===== config.mk =====
export PLATFORM = sky130hd
export DESIGN_NAME = sram_ctrl
export DESIGN_NICKNAME = d
export VERILOG_FILES = /design/src/rtl/sram_ctrl_pkg.sv /design/src/rtl/sram_ctrl.sv
export SDC_FILE = /design/constraint.sdc
export NUM_CORES = 1
export LEC_CHECK = 0
export BUFFER_PORTS_ARGS = -buffer_cell sky130_fd_sc_hd__buf_4
export CAP_MARGIN = 25
export CORE_MARGIN = 2
export CORE_UTILIZATION = 50
export DETAILED_ROUTE_END_ITERATION = 10
export PLACE_DENSITY_LB_ADDON = 0.2
export SLEW_MARGIN = 30
export SYNTH_ARGS = -nofsm -noshare
export SYNTH_HDL_FRONTEND = slang
export SYNTH_SLANG_ARGS = --single-unit
export TNS_END_PERCENT = 5

===== constraint.sdc =====
create_clock -name CLK -period 4.5 [get_ports CLK]
set_input_delay 0.225 -clock CLK [delete_from_list [all_inputs] [get_ports CLK]]
set_output_delay 0.225 -clock CLK [all_outputs]
set_load 0.03 [all_outputs]

===== src/rtl/sram_ctrl_pkg.sv =====
// Shared types and widths for the asynchronous SRAM front end.
`timescale 1ns/1ps
package sram_ctrl_pkg;

  localparam int SRAM_AW = 16;
  localparam int SRAM_DW = 32;
  localparam int WAIT_W  = 4;

  typedef enum logic [2:0] {
    IDLE      = 3'd0,
    WR_SETUP  = 3'd1,
    WR_PULSE  = 3'd2,
    WR_HOLD   = 3'd3,
    RD_ACCESS = 3'd4,
    RD_DONE   = 3'd5
  } sram_ctrl_state_t;

  // States that present the one-cycle completion pulse.
  function automatic logic is_ack_state(input sram_ctrl_state_t st);
    return (st == WR_HOLD) || (st == RD_DONE);
  endfunction

endpackage


===== src/rtl/sram_ctrl.sv =====
// REQ/ACK to asynchronous SRAM strobe sequencer; every SRAM-side pin is a flop
// output so the strobes are glitch-free and N_OE/N_WE are never low together.
`timescale 1ns/1ps
module sram_ctrl
  import sram_ctrl_pkg::*;
#(
  parameter int unsigned RD_WAIT = 1,
  parameter int unsigned WR_WAIT = 1
) (
  input  logic               CLK,
  input  logic               N_RST,
  input  logic               REQ,
  input  logic               WE,
  input  logic [SRAM_AW-1:0] ADDR,
  input  logic [SRAM_DW-1:0] WDATA,
  output logic               ACK,
  output logic               BUSY,
  output logic [SRAM_DW-1:0] RDATA,
  output logic [SRAM_AW-1:0] SRAM_ADDR,
  output logic [SRAM_DW-1:0] SRAM_WDATA,
  output logic               SRAM_N_WE,
  output logic               SRAM_N_OE,
  input  logic [SRAM_DW-1:0] SRAM_RDATA
);

  if ((RD_WAIT < 32'd1) || (RD_WAIT > 32'd15)) begin : g_rd_wait_bad
    $error("sram_ctrl: RD_WAIT must be in 1..15");
  end
  if ((WR_WAIT < 32'd1) || (WR_WAIT > 32'd15)) begin : g_wr_wait_bad
    $error("sram_ctrl: WR_WAIT must be in 1..15");
  end

  localparam logic [WAIT_W-1:0] RD_LOAD = WAIT_W'(RD_WAIT - 32'd1);
  localparam logic [WAIT_W-1:0] WR_LOAD = WAIT_W'(WR_WAIT - 32'd1);

  sram_ctrl_state_t  state_r, state_nxt_s;
  logic [WAIT_W-1:0] cnt_r, cnt_nxt_s;
  logic              ack_r, busy_r, n_we_r, n_oe_r;
  logic [SRAM_AW-1:0] addr_r;
  logic [SRAM_DW-1:0] wdata_r, rdata_r;
  logic              accept_s, rd_capture_s;

  assign accept_s     = (state_r == IDLE) && REQ;
  assign rd_capture_s = (state_r == RD_ACCESS) && (cnt_r == {WAIT_W{1'b0}});

  // Next-state and wait-counter logic; the counter is loaded on entry to a timed state.
  always_comb begin
    state_nxt_s = state_r;
    cnt_nxt_s   = cnt_r;
    case (state_r)
      IDLE: begin
        if (REQ) begin
          if (WE) begin
            state_nxt_s = WR_SETUP;
          end else begin
            state_nxt_s = RD_ACCESS;
            cnt_nxt_s   = RD_LOAD;
          end
        end else begin
          state_nxt_s = IDLE;
        end
      end
      WR_SETUP: begin
        state_nxt_s = WR_PULSE;
        cnt_nxt_s   = WR_LOAD;
      end
      WR_PULSE: begin
        if (cnt_r == {WAIT_W{1'b0}}) begin
          state_nxt_s = WR_HOLD;
        end else begin
          cnt_nxt_s = cnt_r - {{(WAIT_W-1){1'b0}}, 1'b1};
        end
      end
      WR_HOLD:   state_nxt_s = IDLE;
      RD_ACCESS: begin
        if (cnt_r == {WAIT_W{1'b0}}) begin
          state_nxt_s = RD_DONE;
        end else begin
          cnt_nxt_s = cnt_r - {{(WAIT_W-1){1'b0}}, 1'b1};
        end
      end
      RD_DONE:   state_nxt_s = IDLE;
      default:   state_nxt_s = IDLE;
    endcase
  end

  // State register; strobes and status decoded from the next state so they leave flops.
  always_ff @(posedge CLK or negedge N_RST) begin
    if (!N_RST) begin
      state_r <= IDLE;
      cnt_r   <= {WAIT_W{1'b0}};
      ack_r   <= 1'b0;
      busy_r  <= 1'b0;
      n_we_r  <= 1'b1;
      n_oe_r  <= 1'b1;
    end else begin
      state_r <= state_nxt_s;
      cnt_r   <= cnt_nxt_s;
      ack_r   <= is_ack_state(state_nxt_s);
      busy_r  <= (state_nxt_s != IDLE);
      n_we_r  <= (state_nxt_s != WR_PULSE);
      n_oe_r  <= (state_nxt_s != RD_ACCESS);
    end
  end

  // Request latch and read-data capture on the closing edge of the access window.
  always_ff @(posedge CLK or negedge N_RST) begin
    if (!N_RST) begin
      addr_r  <= {SRAM_AW{1'b0}};
      wdata_r <= {SRAM_DW{1'b0}};
      rdata_r <= {SRAM_DW{1'b0}};
    end else begin
      if (accept_s) begin
        addr_r  <= ADDR;
        wdata_r <= WDATA;
      end
      if (rd_capture_s) begin
        rdata_r <= SRAM_RDATA;
      end
    end
  end

  assign ACK        = ack_r;
  assign BUSY       = busy_r;
  assign RDATA      = rdata_r;
  assign SRAM_ADDR  = addr_r;
  assign SRAM_WDATA = wdata_r;
  assign SRAM_N_WE  = n_we_r;
  assign SRAM_N_OE  = n_oe_r;

endmodule


==> metrics.md <==
| Metric | Value |
|---|---|
| Outcome | completed |
| Sw frac | 0.413 |
| Final hold violations | 0 |
| GPL Wtd Cong | just over 0.8 |
| CORE AREA | 6830 µm² |
| Min cycle time layout | 2.22 ns |
| GRT Total Usage | 0.201 |
| Logic pwr share | 0.532 |
| Multiplexer share of the synthesized area | 0.269 |
| Worst Path Required | roughly 4.7 ns |
| Count of different cell masters after synthesis | 27 |
| Vias post-DR | 2,383 |
| Post-route ant nets | 0 |
| Total power | 4.31 mW |
| Yosys top cell by area | dfrtp_1 |
| Maxcap violations | 0 |
| Number of CTS-inserted buffers | 9 |
| Initial Util | 0.519 |
| Crit path DAT | 2.45 ns |
| Placed Cells | 479 |
| Vias in the first global route | ~2,400 |
| Adder-cell area share of the yosys netlist | 0.00988 |
| TritonCTS Sinks | approximately 90 |
| Area occupied by multi-input gates | roughly 1200 µm² |
| # H-tree levels | 3 |
| Mean Syn Cell Area | 15.9 µm² |
| P_sw | 1.78 mW |
| Crit end category | flop |
| #FFs+latches synth | approximately 90 |
| Largest cells by area after synthesis | dfrtp_1 63%, mux2_2 23%, mux2_4 3.8% |
| Clock slew at reported path FFs | 0.09 ns |
| Number of antenna violations at the first check in global routing | 0 |
| Filler cell count | 463 |
| Largest family of logic cells by synthesized area | multiplexers |
| Largest net degree at the start of global routing | 92 |
| Yosys top cell area share | 0.628 |
| Net Count, Synth | 309 |
| HPWL after DPL | 5820 µm |
| Layout area overhead | 43.1% |
| DRC viols | 0 |
| Power Internal | 2.53 mW |
| Leakage power | 2.48 nW |
| F_max | 451 MHz |
| Routed wire length | ~7800 µm |
| Max_slew headroom | 0.463 |
| Actual slew at the worst max-slew pin | between 0.8 and 0.9 ns |
| Synth Warn # | 0 |
| Non-Filler Instances | 496 |
| Total grt overflow | 0 |
| Site Rows | 30 |
| Layout cells sized above 1 | 0.673 |
| Final worst path period share | 0.493 |
| Clock Tree Root | clkbuf_8 |
| PD cells | 849 nW/µm² |
| Post-synthesis compound-gate area fraction | 0.0155 |
| Mapped Area | 3550 µm² |
| Startpoint Class | flop |
| Height of the die | 88.2 µm |
| Crit-path max FO | 28 |
| Register area | 2280 µm² |
| Die span in x | between 80 and 90 µm |
| Worst-skew pair later-pin latency | 0.34 ns |
| Post-synthesis sequential area ratio | 0.643 |
| Die ar. | 7780 µm² |
| Sequential share of power | 0.338 |
| Final setup viols | 0 |
| Hold/Removal Path Class | primary input to flop |
| Port Buffer Count | between 150 and 200 |
| CTS tree | built |
| First-pass GRT wire length | 11,800 µm |
| Max Clock Skew | ~0.0052 ns |
| # diodes | 0 |
| RSZ-0062 raised after global routing | no |
| Area share of and/or/nand/nor cells after synthesis | 0.0265 |
| Mapped Cells | 223 |
| Clock power share | 0.130 |
| Initial DRT Pass Iterations | 4 |
| Xor/xnor share of the synthesized area | 0.00494 |
| Boundary pin count | 168 |
| Wire per inst | 15.8 µm |
| Postcts setup bufs | 0 |
| Max-slew violation count | 0 |
| CTS max path bufs | 2 |
| Vias per inst | 4.80 |
| Worst VDD drop | about 0.43 mV |
| Critical path class | flop to flop |
| Initial DRC count | 62 |
| Layout Nets | 481 |
| Setup TNS | 0 ns |
synthesized netlist by cell type, drive strengths merged:
cell type,count
a21boi,1
a21o,1
a21oi,3
a32o,1
and2,2
buf,9
dfrtp,89
dfstp,2
ha,2
inv,8
maj3,1
mux2,81
mux2i,1
nand2,7
nand2b,1
nand3,2
nor2,3
nor3,3
nor3b,1
o21ai,3
xnor2,1
xor2,1
power groups by stage:
stage          clock [mW]  combinational [mW]  sequential (mW)
2_1_floorplan           0               0.727             2.23
4_1_cts             0.569                2.32             1.46
6_report            0.558                2.29             1.46
3_3_place_gp            0                2.27             1.45
3_5_place_dp            0                2.31             1.48
5_1_grt             0.604                2.43             1.51
worst paths after layout:
check	slack [ns]	cells after the start	endpoint	from
setup / recovery	2.28	4	SRAM_WDATA[30]	state_r[2]
hold / removal	0.10	2	SRAM_WDATA[12]	WDATA[12]
setup reg to reg	2.28	4	SRAM_WDATA[30]	state_r[2]
hold reg to reg	0.51	1	SRAM_WDATA[3]	SRAM_WDATA[3]
max in group asynchronous	3.44	2	SRAM_WDATA[7]	N_RST
min in group asynchronous	0.51	2	SRAM_WDATA[31]	N_RST
metrics by stage:
| stage | hold WS (ns) | instance area (µm²) | worst slack [ns] | utilization |
|---|---|---|---|---|
| floorplan | -0.0706 | 3550 | 2.87 | - |
| global placement | 0.451 | 4860 | 2.36 | 0.711 |
| detailed placement | 0.351 | 4860 | 2.27 | 0.712 |
| CTS | 0.0856 | 5070 | 2.26 | 0.743 |
| global route | 0.0826 | 5070 | 2.10 | 0.743 |
| finish | 0.105 | 5070 | 2.28 | 0.743 |
layer usage:
layer | GRT usage | wire (µm) | vias up
li1 | - | - | 1114
met1 | 0.243 | 3170 | 1152
met2 | 0.338 | 3890 | 103
met3 | 0.0494 | 610 | 14
met4 | 0.0992 | 168 | 0
met5 | 0 | 0 | -
cell usage in the layout, fill, tap and decap left out, types with 2 or more instances in the layout:
cell	n
buf_4	168
dfrtp_1	89
mux2_2	72
clkbuf_8	11
mux2_4	9
inv_1	8
nand2_1	7
nor2_1	3
a21oi_1	3
o21ai_0	3
dfstp_2	2
nand3_1	2
nor3_1	2
ha_1	2
clkinv_2	2
registers in the layout, indices dropped and copies added (netlist names):
register / count
state_r: 3
RDATA: 32
BUSY: 1
cnt_r: 4
SRAM_N_WE: 1
SRAM_N_OE: 1
SRAM_WDATA: 32
SRAM_ADDR: 16
ACK: 1
worst max-delay path: stages, from the launching register on:
cell     delay [ns]
dfrtp_1        0.46
nor3_2         0.25
and2_2         0.53
buf_4          0.46
mux2_2         0.39
final cells by class:
class,instances,share of cell area
Clock buffer,12,0.0306
Clock inverter,4,0.00962
Inverter,8,0.00592
Multi-Input combinational cell,115,0.228
Sequential cell,91,0.449
Tap cell,96,0.0237
Timing Repair Buffer,170,0.253
logic make-up after synthesis:
| logic type | Yosys count |
|---|---|
| mux | 82 |
| simple gates | 19 |
| compound gates | 9 |
| xor+xnor | 2 |
| fa+ha+maj | 3 |
| flops | 91 |
| buf+inv | 17 |
timing repair:
item                      in CTS  in global routing
hold endpoints to repair      89                  0
gates resized for setup        0                  0
hold buffers                   1                  0
(Power assumes the default switching activity.)
